`src/rtl/imem_loader_if.sv`:
```
// Byte-stream input and instruction-memory write port of the boot loader.
// The master modport is the loader side; slave is the stream source / memory side.
interface imem_loader_if #(
  parameter int ADDR_W = 10
);
  logic [7:0]        in_data;
  logic              in_valid;
  logic              in_ready;
  logic              mem_we;
  logic [ADDR_W-1:0] mem_addr;
  logic [31:0]       mem_wdata;

  modport master (
    input  in_data, in_valid,
    output in_ready, mem_we, mem_addr, mem_wdata
  );

  modport slave (
    output in_data, in_valid,
    input  in_ready, mem_we, mem_addr, mem_wdata
  );
endinterface

```
`src/rtl/imem_loader.sv`:
```
// Boot-time instruction memory writer: parses a COUNT/DATA/CHK byte frame,
// writes big-endian words to consecutive addresses and holds the CPU until verified.
module imem_loader #(
  parameter int ADDR_W = 10
) (
  input  logic          clk,
  input  logic          reset,
  input  logic          start,
  imem_loader_if.master bus,
  output logic          cpu_hold,
  output logic          done,
  output logic          error
);

  typedef enum logic [2:0] {
    IDLE, HDR_HI, HDR_LO, DATA, CHECK, DONE, ERR
  } state_t;

  localparam logic [16:0]     MAX_COUNT = 17'(1) << ADDR_W;
  localparam logic [ADDR_W:0] IDX_ONE   = (ADDR_W+1)'(1);

  state_t          state;
  logic [7:0]      count_hi;
  logic [ADDR_W:0] word_idx;
  logic [ADDR_W:0] last_idx;
  logic [1:0]      byte_idx;
  logic [7:0]      acc;
  logic [23:0]     shift_reg;

  logic            xfer;
  logic [15:0]     hdr_count;
  logic            header_bad;

  assign xfer       = bus.in_valid && bus.in_ready;
  assign hdr_count  = {count_hi, bus.in_data};
  assign header_bad = (hdr_count == 16'd0) || ({1'b0, hdr_count} > MAX_COUNT);

  // Ready is a pure state decode so it drops in the same cycle the state leaves a receiving state.
  assign bus.in_ready = (state == HDR_HI) || (state == HDR_LO) ||
                        (state == DATA)   || (state == CHECK);

  always_ff @(posedge clk) begin
    if (reset) begin
      state         <= IDLE;
      count_hi      <= '0;
      word_idx      <= '0;
      last_idx      <= '0;
      byte_idx      <= '0;
      acc           <= '0;
      shift_reg     <= '0;
      bus.mem_we    <= 1'b0;
      bus.mem_addr  <= '0;
      bus.mem_wdata <= '0;
      cpu_hold      <= 1'b1;
      done          <= 1'b0;
      error         <= 1'b0;
    end else begin
      bus.mem_we <= 1'b0;
      case (state)
        IDLE, DONE, ERR: begin
          if (start) begin
            state    <= HDR_HI;
            cpu_hold <= 1'b1;
            done     <= 1'b0;
            error    <= 1'b0;
          end
        end
        HDR_HI: begin
          if (xfer) begin
            count_hi <= bus.in_data;
            state    <= HDR_LO;
          end
        end
        HDR_LO: begin
          if (xfer) begin
            if (header_bad) begin
              state <= ERR;
              error <= 1'b1;
            end else begin
              state    <= DATA;
              last_idx <= (ADDR_W+1)'(hdr_count - 16'd1);
              word_idx <= '0;
              byte_idx <= '0;
              acc      <= '0;
            end
          end
        end
        DATA: begin
          if (xfer) begin
            acc      <= acc ^ bus.in_data;
            byte_idx <= byte_idx + 2'd1;
            // Fourth byte completes the word; the write is issued without stalling the stream.
            if (byte_idx == 2'd3) begin
              bus.mem_wdata <= {shift_reg, bus.in_data};
              bus.mem_addr  <= word_idx[ADDR_W-1:0];
              bus.mem_we    <= 1'b1;
              word_idx      <= word_idx + IDX_ONE;
              if (word_idx == last_idx) state <= CHECK;
            end else begin
              shift_reg <= {shift_reg[15:0], bus.in_data};
            end
          end
        end
        CHECK: begin
          if (xfer) begin
            if (bus.in_data == acc) begin
              state    <= DONE;
              done     <= 1'b1;
              cpu_hold <= 1'b0;
            end else begin
              state <= ERR;
              error <= 1'b1;
            end
          end
        end
        default: state <= IDLE;
      endcase
    end
  end

endmodule

```
`src/flat_wrapper.sv`:
```
// flat-port wrapper written by rule: the top's interface ports become plain ports
module imem_loader_flat 
#(
  parameter int ADDR_W = 10
)
  (clk, reset, start, cpu_hold, done, error, bus_in_data, bus_in_valid, bus_in_ready, bus_mem_we, bus_mem_addr, bus_mem_wdata);
  imem_loader_if #(.ADDR_W(ADDR_W)) bus_i ();
  input  logic clk;
  input  logic reset;
  input  logic start;
  output logic cpu_hold;
  output logic done;
  output logic error;
  input wire logic [$bits(bus_i.in_data)-1:0] bus_in_data;
  input wire logic [$bits(bus_i.in_valid)-1:0] bus_in_valid;
  output wire logic [$bits(bus_i.in_ready)-1:0] bus_in_ready;
  output wire logic [$bits(bus_i.mem_we)-1:0] bus_mem_we;
  output wire logic [$bits(bus_i.mem_addr)-1:0] bus_mem_addr;
  output wire logic [$bits(bus_i.mem_wdata)-1:0] bus_mem_wdata;
  assign bus_i.in_data = bus_in_data;
  assign bus_i.in_valid = bus_in_valid;
  assign bus_in_ready = bus_i.in_ready;
  assign bus_mem_we = bus_i.mem_we;
  assign bus_mem_addr = bus_i.mem_addr;
  assign bus_mem_wdata = bus_i.mem_wdata;
  imem_loader #(.ADDR_W(ADDR_W)) u_core (.clk(clk), .reset(reset), .start(start), .bus(bus_i), .cpu_hold(cpu_hold), .done(done), .error(error));
endmodule
```
`config.mk`:
```
export PLATFORM = sky130hd
export DESIGN_NAME = imem_loader_flat
export DESIGN_NICKNAME = d
export VERILOG_FILES = /design/src/rtl/imem_loader_if.sv /design/src/rtl/imem_loader.sv /design/src/flat_wrapper.sv
export SDC_FILE = /design/constraint.sdc
export NUM_CORES = 1
export LEC_CHECK = 0
export ABC_AREA = 1
export BUFFER_PORTS_ARGS = -buffer_cell sky130_fd_sc_hd__buf_2
export CAP_MARGIN = 20
export CORE_MARGIN = 3
export CORE_UTILIZATION = 55
export CTS_BUF_LIST = sky130_fd_sc_hd__clkbuf_4 sky130_fd_sc_hd__clkbuf_8 sky130_fd_sc_hd__clkbuf_16
export DETAILED_ROUTE_END_ITERATION = 8
export PLACE_DENSITY_LB_ADDON = 0.2
export SETUP_SLACK_MARGIN = 0.1
export SLEW_MARGIN = 20
export SYNTH_ARGS = -nofsm -noshare
export SYNTH_HDL_FRONTEND = slang
export SYNTH_SLANG_ARGS = --single-unit
```
`constraint.sdc`:
```
create_clock -name clk -period 2.31 [get_ports clk]
set_input_delay 0.1155 -clock clk [delete_from_list [all_inputs] [get_ports clk]]
set_output_delay 0.1155 -clock clk [all_outputs]
set_load 0.03 [all_outputs]
```
==> summary by stage, run 1 <==
Outcome
The run finished with clean final reports.

Placement
The global placer's final weighted congestion is 0.876. The number of buffer cells added on primary ports is 58. The HPWL reported at the end of detailed placement is 7.92 mm.

Counting tap cells, the placed design contains a total of 816 instances. The placed standard-cell area is 0.00524 mm2.

Clock network
The CTS root buffer is sky130_fd_sc_hd__clkbuf_8. After clock tree synthesis, the clock-pin slew on the worst setup and hold paths is 0.06 ns. The clock tree from TritonCTS is yes.

CTS built an H-tree with a depth of 4. The clock latency of the later-clocked register in the worst-skew pair is 0.52 ns. The CTS buffer count is 17.

The clock passes through at most 2 buffers. For this design, the sink count on the clock tree is 113.

Timing
Measured against its own limit, the worst slew margin works out to 54.8%. The hold violation count in the final report was 0. Across the routed clock network, the largest skew measured is 0.00884 ns.

Setup repair after global routing left no endpoint under its margin. For the pin with the worst max-slew slack, the measured transition is 0.675 ns. The final critical path takes up 83.3% of the cycle. Hold timing on the final database bottoms out at a slack of 0.0824 ns.

Setup total negative slack on the finished layout was measured at 0 ns. The final count of pins violating max slew was 0. Timing would allow up to 520 MHz. The post-layout minimum cycle time is 1.92 ns. Setup violations remaining at the end of the flow were counted as 0.

Routing
The residual antenna-violating net count after detailed routing is 0. For this block, the routed nets add up to 12.1 mm of wire. The initial DRC count is 321. The total DRC errors in the routed layout is 0. The pre-antenna-repair detailed-routing pass consisted of 5 iterations. Using the TritonRoute via totals, the vias-per-cell ratio works out to 5.49. After detailed routing, the average wire length per cell comes to 14.2 um. For this block, the via count after detailed routing is 4701.

Worst setup path
Together, buffers and inverters on the worst path number 4. The worst flop-to-flop path startpoint is u_core.state[2]. The nature of the critical path endpoint is a register. The cell repeated most along the worst path is sky130_fd_sc_hd__nand2_1. The signal on the critical path passes through dlygate4sd3_1 > buf_2 > inv_1 > ha_1 > nand2_1 > nor2_1 > nand2_1 > nand2_1 > nand2_1 > nand3_4 > clkinvlp_4 > o21ai_0 > a21oi_1. The startpoint of the most critical setup path is bus_in_data[0]. The data arrival time of the critical path is 2.32 ns.

Among cell families on the critical path, the largest total delay comes from buffers and inverters. The slowest stage of the critical path is the sky130_fd_sc_hd__dlygate4sd3_1 cell. The worst setup path is launched from an input port. For the worst setup path, the data required time is 2.70 ns.

The largest single stage delay on the critical path is 0.54 ns. Along the worst path, the maximum fanout reaches 13. The critical path in this run is classified as input port to register.

Yosys
Of the total synthesized cell area, the portion taken by XOR and XNOR cells is 3.93%. Summed over its instances, the top area cell type makes up 46.1% of the synthesized netlist area. The post-synth design cell area is 0.00491 mm2. After Yosys synthesis, and, or, nand and nor cells account for 26.7% of the synthesized area. Yosys mapped the design onto 30 distinct sky130hd cell types.

In the post-synthesis netlist, the biggest area contributors are sky130_fd_sc_hd__dfxtp_1 46%, sky130_fd_sc_hd__nor2_1 9.1%, sky130_fd_sc_hd__nand2_1 8.7%, sky130_fd_sc_hd__a21oi_1 7.6%, sky130_fd_sc_hd__o21ai_0 7.0%. Synthesis produced 678 cells. For this run, the leading register cell type out of synthesis is sky130_fd_sc_hd__dfxtp_1. The average cell area after synthesis is 7.24 um2.

The number of warnings reported in the yosys synthesis log is 0. Synthesis inferred 113 register bits. Counting flops with an async set or reset pin after synthesis yields a share of 0%. The number of nets handed over by synthesis was 694. The compound-cell area share of the yosys netlist is 15.4%. The share of the Yosys chip area taken by registers is 46.1%.

The cell type with the largest total area after synthesis is sky130_fd_sc_hd__dfxtp_1. Multiplexer cells account for 0% of the synthesized area. Of the total synthesized cell area, the portion taken by full adders, half adders and majority gates is 1.02%. Counting flops with a built-in enable in the synthesized netlist gives 0.

By count the netlist is led by 119 x sky130_fd_sc_hd__nor2_1, 114 x sky130_fd_sc_hd__nand2_1, 113 x sky130_fd_sc_hd__dfxtp_1, 75 x sky130_fd_sc_hd__a21oi_1, 69 x sky130_fd_sc_hd__o21ai_0. The combinational family with the most area after synthesis is simple AND/OR/NAND/NOR gates. sky130_fd_sc_hd__nor2_1 is the most common cell in the netlist.

Global routing
The first global-routing pass estimated 20.5 mm of wire. In the global route stage, overall resource usage came out at 25.0%. After global routing the overflow that remains totals 0. The initial antenna violation count is 0. The via count of the first global-routing pass came to 4604. Entering global routing, the biggest net connects 40 pins.

Final layout
The layout has 718 filler cells. In the final layout, the multi-input gates occupy 0.00233 mm2. The signed area change from the synthesized netlist to the final layout is 19.6%. The number of standard cells in the final layout excluding fillers is 856. The final layout net count is 754. In the final layout, the share of cells above drive strength 1 is 15.2%. The cell area after layout is 0.00587 mm2. The sequential cells in the finished layout cover a total of 0.00226 mm2. The register with the most flip-flops in the layout has 32 of them.

0 antenna diodes ended up in the layout.

Floorplanning
The effective utilization at floorplan is 58.3%. After floorplanning, the core was sized to cover 0.00842 mm2. From bottom edge to top edge, the die measures 100 um. In this run the count of I/O pins placed on the die edge is 59. The area enclosed by the die boundary is 0.0101 mm2. The count of standard-cell rows is 33. The die is 100 um wide.

Pwr
The total power per unit cell area is 912 mW/mm2. The analysis attributes to cell leakage a power of 0.00265 uW. VDD sags by at most 0.000580 V.

Hold path
The path class of the tightest hold or removal check is input port to register. The startpoint of the tightest hold check path is start.

Run
The tool flagged a number of max-cap violations equal to 0.
==> cell type report <==
| type | instances | share of cell area [%] |
|---|---|---|
| multi-input cells | 484 | 39.7 |
| well taps | 105 | 2.24 |
| clock inverters | 12 | 1.53 |
| repair buffers | 76 | 7.59 |
| clock buffers | 20 | 7.44 |
| flip-flops and latches | 113 | 38.5 |
| inverters | 46 | 3.01 |
==> cells in the final DEF, fill, tap and decap left out, types with 2 or more instances in the layout <==
master,synthesis,final
sky130_fd_sc_hd__buf_4,2,10
sky130_fd_sc_hd__nand2_1,114,114
sky130_fd_sc_hd__inv_1,41,40
sky130_fd_sc_hd__nor2_1,119,119
sky130_fd_sc_hd__nor2_8,2,2
sky130_fd_sc_hd__o21ai_0,69,69
sky130_fd_sc_hd__buf_2,12,58
sky130_fd_sc_hd__o21ai_1,3,3
sky130_fd_sc_hd__dlygate4sd3_1,0,8
sky130_fd_sc_hd__inv_2,5,5
sky130_fd_sc_hd__nor3_1,6,6
sky130_fd_sc_hd__clkinvlp_4,0,4
sky130_fd_sc_hd__nand3_1,56,56
sky130_fd_sc_hd__clkinv_4,0,6
sky130_fd_sc_hd__xnor2_1,16,16
sky130_fd_sc_hd__dfxtp_1,113,113
sky130_fd_sc_hd__clkbuf_16,0,16
sky130_fd_sc_hd__a21oi_1,75,75
sky130_fd_sc_hd__clkbuf_4,0,3
sky130_fd_sc_hd__clkinv_2,0,3
sky130_fd_sc_hd__xor2_1,6,6
sky130_fd_sc_hd__ha_1,4,4
sky130_fd_sc_hd__nand4_1,3,3
==> metrics by stage <==
| step | total power, uW | utilization (%) | setup slack [ns] |
|---|---|---|---|
| 2_1_floorplan | 2850 | - | 0.615 |
| 3_5_place_dp | 3060 | 62.3 | 0.343 |
| 6_report | 5350 | 69.7 | 0.385 |
| 5_1_grt | 5590 | 69.7 | 0.215 |
| 3_3_place_gp | 3020 | 62.3 | 0.418 |
| 4_1_cts | 5340 | 69.5 | 0.288 |
==> what timing repair did <==
action                                  in CTS  in global routing
hold buffers                                 8                  0
endpoints found under the setup margin       0                 13
buffers inserted                             0                  0
resized for setup                            0                  3
hold endpoints to repair                    14                  0
==> worst reg2reg max path: cells and delay by family, from the launching register on <==
kind,cells,cell delay [ns]
AO/OA/AOI/OAI,3,0.49
buffers and inverters,3,0.38
flip-flops,1,0.47
AND/OR/NAND/NOR,3,0.46
==> power by group <==
| part | total, uW | internal (uW) | switching [uW] |
|---|---|---|---|
| clock network | 2280 | 1350 | 928 |
| logic | 922 | 300 | 622 |
| registers | 2150 | 2060 | 91.2 |
| total | 5350 | 3710 | 1640 |
==> metal layers <==
layer / routed length, um / share of wire, % / vias to the layer above / track usage, %
li1: - / - / 2332 / -
met1: 5230 / 43 / 2207 / 30.6
met2: 6050 / 50 / 144 / 41.9
met3: 676 / 5.6 / 18 / 6.02
met4: 193 / 1.6 / 0 / 10.9
met5: 0 / 0 / - / 0
==> cells by family after synthesis <==
kind of cell | Yosys count
compound gates | 150
xor+xnor | 22
fa+ha+maj | 4
buf+inv | 81
flops | 113
simple gates | 308
==> final timing paths <==
path / to / slack (ns) / cells after the start
setup / recovery: u_core.last_idx[2] / 0.39 / 13
hold / removal: u_core.state[2] / 0.08 / 5
setup reg to reg: u_core.last_idx[2] / 0.40 / 9
hold reg to reg: u_core.error / 0.45 / 2
Note: power is estimated with default switching activity, not from simulation.
==> run 2: changes to the inputs <==
--- a/config.mk
+++ b/config.mk
@@ -5,7 +5,7 @@
 export SDC_FILE = /design/constraint.sdc
 export NUM_CORES = 1
 export LEC_CHECK = 0
-export ABC_AREA = 1
+export ABC_AREA = 0
 export BUFFER_PORTS_ARGS = -buffer_cell sky130_fd_sc_hd__buf_2
 export CAP_MARGIN = 20
 export CORE_MARGIN = 3
==> constraint.sdc (replaced) <==
create_clock -name clk -period 2 [get_ports clk]
set_input_delay 0.1 -clock clk [delete_from_list [all_inputs] [get_ports clk]]
set_output_delay 0.1 -clock clk [all_outputs]
set_load 0.03 [all_outputs]
==> run 2 against run 1 <==
Utilization increased by 1.0 points. Non-clock buffer count rose by 20. Sequential share of layout area fell by 2.0 points. Via count is 1.2% lower. First-iteration DRC count fell by 20%. Routed wire length up 5.7%. Total power grew 14%. Final cell count shrank 4.9%. Hold slack lost 0.059 ns. Critical endpoint is now u_core.word_idx[1]. Highest routed layer unchanged.
==> summary by stage, run 2 <==
Floorplanning
The core area is 0.00876 mm2 (+4.0%). The count of standard-cell rows is 34 (+3.0%). The die boundary width is 101 um (+0.60%). The chip height is 101 um (+0.60%). The effective utilization at floorplan is 56.7% (-1.5 points).

The area enclosed by the die boundary came to 0.0102 mm2 (+1.2%). The number of placed I/O pins is 59 (unchanged).

Worst setup path
The total buffers and inverters traversed by the critical path is 0 (-4). The worst register-to-register path ends at u_core.word_idx[1]. The largest individual stage delay along the critical path comes from the cell sky130_fd_sc_hd__or4_4.

The largest driver fanout on the critical path is 8 (-5). The nature of the critical path startpoint is a register. The flop-to-flop setup slack is 0.10 ns (-0.30 ns). Walking the worst path, the cells encountered are or4_4 > nor4_4 > mux2i_4 > and2_4 > o21ai_1 > a21oi_1. The required time of the critical path was 2.39 ns (-0.31 ns).

The category of cells accounting for the largest share of critical-path delay is simple AND/OR/NAND/NOR gates. The nature of the critical path endpoint is a register. The startpoint of the most critical setup path is u_core.count_hi[7].

The data arrival time of the critical path is 2.29 ns (-0.03 ns). The instance count on the critical path is 6 (-7). The highest cell delay on the worst timing path is 0.58 ns (+0.04 ns). The worst reg2reg path depth was 6 (-3).

The worst flop-to-flop path startpoint is u_core.count_hi[7]. The worst setup path is of the register to register kind.

Yosys
The number of warnings reported in the yosys synthesis log is 0 (unchanged). After synthesis, the most frequently instantiated cells are 160 x sky130_fd_sc_hd__nand2_1, 113 x sky130_fd_sc_hd__dfxtp_1, 91 x sky130_fd_sc_hd__a21oi_1, 58 x sky130_fd_sc_hd__nor2_1, 42 x sky130_fd_sc_hd__clkbuf_1. The number of register bits inferred by synthesis was 113 (unchanged). The count of flip-flops with a built-in enable after synthesis was 0 (unchanged).

The average cell area after synthesis is 7.93 um2 (+9.5%). Sorting the synthesized cells by area gives the leading types as sky130_fd_sc_hd__dfxtp_1 46%, sky130_fd_sc_hd__nand2_1 12%, sky130_fd_sc_hd__a21oi_1 9.2%, sky130_fd_sc_hd__nor2_1 4.4%, sky130_fd_sc_hd__xnor2_1 4.1%. For this run, the leading register cell type out of synthesis is sky130_fd_sc_hd__dfxtp_1. The sequential cell area fraction in the yosys report is 45.5% (-0.58 points). The post-synth design cell area came to 0.00497 mm2 (+1.3%). The fraction of synthesized cell area taken by the top area cell type is 45.5% (-0.58 points). The number of unique standard cell types used by synthesis is 50 (+67%).

The number of instances in the synthesized netlist came to 627 (-7.5%). The most frequently used cell type in the post-synthesis netlist is sky130_fd_sc_hd__nand2_1. The cell type with the largest total area after synthesis is sky130_fd_sc_hd__dfxtp_1. The total nets after synthesis is 643 (-7.3%). The share of flip-flops with an asynchronous set or reset after synthesis is 0% (unchanged).

Timing
The post-layout worst setup margin is 0.103 ns (-0.283 ns). The total negative slack is 0 ns (unchanged). The final count of pins violating max slew came to 0 (unchanged). The headroom to the max-slew limit is 58.6% (+3.8 points). The final count of negative-setup-slack endpoints was 0 (unchanged). The post-layout minimum cycle time is 1.90 ns. The worst path uses 94.9% of the clock period. The hold violation count in the final report is 0 (unchanged).

The pin slew with the least headroom to its limit is 0.615 ns (-0.0604 ns). The worst clock skew on the final layout came to 0.00716 ns (-0.00168 ns). Timing would allow up to 527 MHz. Setup repair after global routing could not meet its margin everywhere.

Run
The number of maximum-capacitance violations was 0 (unchanged).

Final layout
The final layout net count is 709 (-6.0%). The number of standard cells in the final layout excluding fillers is 814 (-4.9%). The signed area change from the synthesized netlist to the final layout is 24.7%. The core occupancy in the finished layout is 70.7% (+1.0 points). The cell area after layout is 0.00620 mm2 (+5.6%). The number of fill cells in the layout came to 691 (-3.8%). The number of flip-flops under the largest register name was 32 (unchanged). The library cell used most frequently in the layout, excluding fill and tap cells, is sky130_fd_sc_hd__nand2_1. The antenna diode instance count is 0 (unchanged). The library cells used most frequently in the layout, excluding fill and tap cells, are 159 x sky130_fd_sc_hd__nand2_1, 110 x sky130_fd_sc_hd__dfxtp_1, 89 x sky130_fd_sc_hd__a21oi_1, 57 x sky130_fd_sc_hd__nor2_1, 54 x sky130_fd_sc_hd__buf_2. The layout cell share with drive strength beyond 1 is 22.4% (+7.2 points).

Hold path
The cell depth of the worst hold path is 2 (-3). The path class of the tightest hold or removal check is input port to register. The startpoint identified for the worst hold timing path is reset. The worst hold path terminates at u_core.bus.mem_wdata[30].

Clock network
The clock latency of the later-clocked register in the worst-skew pair is 0.52 ns (about the same). The clock slew seen by the registers of the worst setup and hold paths is 0.06 ns (about the same). The clock tree from TritonCTS is yes. The number of clock sinks was 113 (unchanged). The largest buffer count on any clock path is 2 (unchanged). The CTS buffer count is 17 (unchanged). The CTS root buffer is sky130_fd_sc_hd__clkbuf_8. The deepest level of the CTS H-tree came to 4 (unchanged).

Pwr
The maximum ir drop on the vdd rail was 0.000584 V (+0.80%). The portion of total power attributed to sequential cells was 38.9% (-1.3 points). The fraction of power spent switching nets is 27.1% (-3.5 points). The internal power of the cells is 4440 uW (+19%). The combinational share of power is 12.9% (-4.3 points).

The static leakage came to 0.00232 uW (-12%). The part of the total power dissipated in the clock network is 48.3% (+5.7 points). The total net switching power is 1650 uW (+0.51%).

The total power per unit cell area is 982 mW/mm2 (+7.6%).

Placement
The number of buffer cells added on primary ports is 58 (unchanged). The placed standard-cell area is 0.00541 mm2 (+3.1%). The total placed cells including tap cells is 769 (-5.8%). The global placer's final weighted congestion is 0.871 (-0.62%). The HPWL reported at the end of detailed placement is 8.18 mm (+3.2%). The pre-CTS worst setup slack is 0.0691 ns (-0.274 ns).

Routing
The mean routed wirelength per cell is 15.8 um (+11%). The initial DRC count is 256 (-20%). The final wirelength came to 12.8 mm (+5.7%).

The residual antenna-violating net count after detailed routing came to 0 (unchanged). The count of TritonRoute iterations in the first routing pass came to 5 (unchanged). The number of vias in the routed layout came to 4645 (-1.2%).

The total DRC errors in the routed layout is 0 (unchanged). The vias per cell came to 5.71 (+3.9%).

Global routing
The first-pass GRT wire length came to 19.9 mm (-2.7%). The largest net degree at the start of global routing came to 55 (+38%). The global route total overflow is 0 (unchanged). The initial antenna violation count came to 0 (unchanged). The via count of the first global-routing pass came to 4155 (-9.8%). The overall track demand over capacity in global routing is 24.6% (-0.40 points).

Outcome
The flow ran to the end, and the final reports show no timing, DRC or antenna violations.
## run 2: worst max-delay path by stage
stage	end	slack [ns]
6_report	u_core.word_idx[1]	0.10
5_1_grt	u_core.word_idx[1]	0.02
4_1_cts	u_core.word_idx[1]	0.10
3_5_place_dp	u_core.error	0.07
3_3_place_gp	u_core.state[1]	0.06
2_1_floorplan	u_core.acc[5]	0.11
## run 2: layout make-up
| cell class | count | area, um2 | area share (%) |
|---|---|---|---|
| clock buffer | 18 | 428 | 6.90 |
| timing repair buffer | 96 | 656 | 10.6 |
| inverter | 10 | 37.5 | 0.605 |
| clock inverter | 14 | 154 | 2.48 |
| tap | 108 | 135 | 2.18 |
| multi-input combinational | 455 | 2520 | 40.7 |
| sequential | 113 | 2270 | 36.5 |
## run 2: cells by family (layout without fill, tap and decap cells)
| logic type | count (synthesis) | count (layout) | share of synthesized area, % |
|---|---|---|---|
| multiplexers | 16 | 16 | 3.47 |
| AO/OA/AOI/OAI | 130 | 130 | 14.7 |
| XOR/XNOR | 26 | 26 | 4.58 |
| adder cells (fa/ha/maj) | 5 | 5 | 1.21 |
| buffers and inverters | 60 | 138 | 5.31 |
| AND/OR/NAND/NOR | 277 | 278 | 25.2 |
| flip-flops | 113 | 113 | 45.5 |
## run 2: metal layers
metal,vias to the layer above,track usage (%),routed length (um)
met3,21,7.06,961
met1,2187,32.7,5570
met2,211,38.6,6120
met5,-,0,0
li1,2226,-,-
met4,0,7.98,189
## run 2: timing repair
action,in CTS,in global routing
buffers inserted,4,1
hold endpoints to repair,14,0
endpoints found under the setup margin,7,76
pin swaps,1,8
gates resized for setup,1,31
cloned,0,2
hold buffers,6,0
## run 2: metrics by stage
step / hold WS, ns / power [uW]
2_1_floorplan: 0.236 / 2950
3_3_place_gp: 0.436 / 3090
3_5_place_dp: 0.445 / 3120
4_1_cts: 0.00442 / 6040
5_1_grt: 0.0285 / 6280
6_report: 0.0234 / 6090
## run 2: power groups by stage
stage / Clock [uW] / Sequential (uW) / Combinational, uW
finish: 2940 / 2360 / 784
global placement: 0 / 2410 / 686
CTS: 2940 / 2360 / 736
detailed placement: 0 / 2410 / 707
floorplan: 0 / 2400 / 545
global route: 3060 / 2370 / 850
==> run 3: changes to the inputs <==
==> constraint.sdc (replaced) <==
create_clock -name clk -period 2 [get_ports clk]
set_input_delay 0.3 -clock clk [delete_from_list [all_inputs] [get_ports clk]]
set_output_delay 0.3 -clock clk [all_outputs]
set_load 0.03 [all_outputs]
==> run 3 against run 2 <==
Hold slack gained 0.073 ns. Sequential power is essentially flat. Via count shrank 3.0%. Critical path depth is the same. Register-to-register slack gained 0.03 ns. Clock skew is essentially flat. Total power shrank 0.74%. Sequential cell count is the same. Highest routed layer unchanged.
==> summary by stage, run 3 (same netlist as run 2, synthesis figures left out) <==
Hold path
In this run the most critical hold path is launched from bus_in_data[0]. The end point of the worst hold path is u_core.count_hi[0]. The cell depth of the worst hold path is 3 (+1). The min-delay analysis places its worst path in the category input port to register.

Worst setup path
The worst setup path is captured at a register. Grouping stages by cell kind, the critical path spends the most delay in simple AND/OR/NAND/NOR gates. The flop-to-flop setup slack is 0.13 ns (+0.03 ns). The signal on the critical path passes through or4_4 > nor4_4 > mux2i_4 > buf_4 > or2_2 > a21oi_1. The total buffers and inverters traversed by the critical path is 1 (+1). The nature of the critical path startpoint is a register.

The cell type of the slowest stage on the worst timing path is sky130_fd_sc_hd__or4_4. The required time of the critical path is 2.45 ns (+0.06 ns). The worst setup path category is register to register. The worst reg2reg path depth is 6 (unchanged). The largest driver fanout on the critical path was 6 (-2). The startpoint identified for the worst register-to-register timing path is u_core.count_hi[4]. The data arrival time of the critical path came to 2.32 ns (+0.03 ns).

The highest cell delay on the worst timing path came to 0.58 ns (about the same). The endpoint identified for the worst register-to-register timing path is u_core.last_idx[1].

Pwr
The portion of total power attributed to sequential cells is 39.3% (+0.4 points). The part of the total power dissipated in the clock network came to 48.8% (+0.5 points). The internal power of the cells was 4400 uW (-0.74%). The fraction of power spent switching nets is 27.1% (about the same).

The static leakage is 0.00230 uW (-0.89%). The combinational share of power is 11.9% (-1.0 points). The total power per unit cell area was 996 mW/mm2 (+1.5%).

The total net switching power is 1640 uW (-0.73%). The maximum ir drop on the vdd rail is 0.000528 V (-9.6%).

Global routing
The largest net degree at the start of global routing is 67 (+22%). The global route total overflow is 0 (unchanged). The initial antenna violation count is 0 (unchanged). The first-pass GRT wire length is 19.6 mm (-1.8%). The via count of the first global-routing pass is 4216 (+1.5%). The overall track demand over capacity in global routing was 24.0% (-0.62 points).

Floorplanning
The number of placed I/O pins was 59 (unchanged). The chip height came to 101 um (unchanged). The effective utilization at floorplan was 56.7% (unchanged). The core area is 0.00876 mm2 (unchanged). The count of standard-cell rows is 34 (unchanged). The die boundary width is 101 um (unchanged). The area enclosed by the die boundary was 0.0102 mm2 (unchanged).

Final layout
In the layout the commonest cells are 160 x sky130_fd_sc_hd__nand2_1, 112 x sky130_fd_sc_hd__dfxtp_1, 91 x sky130_fd_sc_hd__a21oi_1, 56 x sky130_fd_sc_hd__nor2_1, 56 x sky130_fd_sc_hd__buf_2. The number of flip-flops under the largest register name is 32 (unchanged). The antenna diode instance count is 0 (unchanged). From synthesis to final layout, the design area changed by 22.0%. The layout cell share with drive strength beyond 1 is 20.8% (-1.6 points). The leading cell type in the layout, fill and taps excluded is sky130_fd_sc_hd__nand2_1. The final layout net count is 705 (-0.56%).

Clock network
The clock latency of the later-clocked register in the worst-skew pair was 0.52 ns (about the same). The CTS buffer count came to 17 (unchanged). The hold-fix buffer count after cts came to 0 (-6). The largest buffer count on any clock path came to 2 (unchanged). The number of clock sinks is 113 (unchanged). The clock slew seen by the registers of the worst setup and hold paths is 0.06 ns (about the same). The deepest level of the CTS H-tree is 4 (unchanged). The CTS root buffer is sky130_fd_sc_hd__clkbuf_8.

TritonCTS built the clock tree.

Timing
The final count of pins violating max slew is 0 (unchanged). The pin slew with the least headroom to its limit is 0.525 ns (-0.0901 ns). The post-layout minimum cycle time is 1.87 ns (-0.0267 ns).

The post-route clock period utilization is 93.5% (-1.3 points). The worst clock skew on the final layout is 0.00753 ns (+0.000366 ns). The final count of negative-setup-slack endpoints is 0 (unchanged). The worst hold margin is 0.0967 ns (+0.0733 ns). The total negative slack is 0 ns (unchanged). The maximum clock frequency is 535 MHz (+1.4%). Setup repair after global routing could not meet its margin everywhere. The headroom to the max-slew limit is 65.0% (+6.4 points). The hold violation count in the final report is 0 (unchanged).

Placement
The number of buffer cells added on primary ports came to 58 (unchanged). The global placer's final weighted congestion was 0.926 (+6.3%). The HPWL reported at the end of detailed placement is 8.07 mm (-1.3%).

Routing
The mean routed wirelength per cell is 14.7 um (-7.0%). The initial DRC count was 246 (-3.9%). The total DRC errors in the routed layout is 0 (unchanged). The final wirelength was 11.9 mm (-7.5%). The vias per cell is 5.56 (-2.5%). The residual antenna-violating net count after detailed routing was 0 (unchanged). The count of TritonRoute iterations in the first routing pass is 5 (unchanged).

The number of vias in the routed layout is 4507 (-3.0%).

Run
The number of maximum-capacitance violations came to 0 (unchanged).

Outcome
The flow ran to the end, and the final reports show no timing, DRC or antenna violations.
run 3: cell types whose count changed in the layout (fill, tap and decap cells not counted), sizes merged:
cell	delta
dlygate4sd3	-6
and2	-1
inv	+5
clkbuf	-3
clkinv	-2
buf	+5
clkinvlp	-2
run 3: layout make-up:
type / count / area [um2]
Multi-Input combinational cell: 454 / 2470
Tap cell: 108 / 135
Fill cell: 730 / 2700
Sequential cell: 113 / 2260
Inverter: 10 / 37.5
Clock inverter: 15 / 170
Clock buffer: 17 / 414
Timing Repair Buffer: 93 / 571
run 3: stage by stage:
stage	setup WS (ns)	instance area [um2]	cells	utilization (%)	power, uW
finish	0.129	6060	810	69.2	6040
CTS	0.0965	6030	809	68.8	6060
floorplan	0.104	4980	627	-	2950
global placement	0.0558	5440	777	62.1	3100
global route	0.0221	6060	810	69.2	6270
detailed placement	0.0252	5440	777	62.1	3120
run 3: worst max path at each step:
stage                        from                 end  slack (ns)  depth (start not counted)
6_report       u_core.count_hi[4]  u_core.last_idx[1]        0.13                          6
5_1_grt        u_core.count_hi[4]       u_core.acc[4]        0.02                          6
4_1_cts        u_core.count_hi[4]       u_core.acc[4]         0.1                          6
3_5_place_dp       bus_in_data[0]        u_core.error        0.03                          7
3_3_place_gp       bus_in_data[0]        u_core.error        0.06                          7
2_1_floorplan      bus_in_data[5]       u_core.acc[5]        0.10                          9
run 3: worst register-to-register path, cell delays in order (launching register included):
cell                      delay [ns]
sky130_fd_sc_hd__dfxtp_1        0.31
sky130_fd_sc_hd__or4_4          0.58
sky130_fd_sc_hd__nor4_4         0.20
sky130_fd_sc_hd__mux2i_4        0.13
sky130_fd_sc_hd__buf_4          0.17
sky130_fd_sc_hd__or2_2          0.27
sky130_fd_sc_hd__a21oi_1        0.13
run 3: timing repair:
action,CTS,global route
buffers inserted,0,1
setup endpoints to repair,2,87
gates resized for setup,1,9
run 3: power groups by stage:
stage	registers (uW)	logic, uW	clock network [uW]
finish	2370	722	2950
global route	2380	792	3090
CTS	2370	712	2980
detailed placement	2410	703	0
global placement	2410	687	0
floorplan	2400	547	0
run 3: routing by layer:
layer	vias up	share of wire, %	GRT usage [%]	wire [um]
met4	0	1.5	7.46	180
met3	19	5.6	6.02	665
met2	141	48	38.9	5680
met5	-	0	0	0
met1	2116	45	31.5	5350
li1	2231	-	-	-
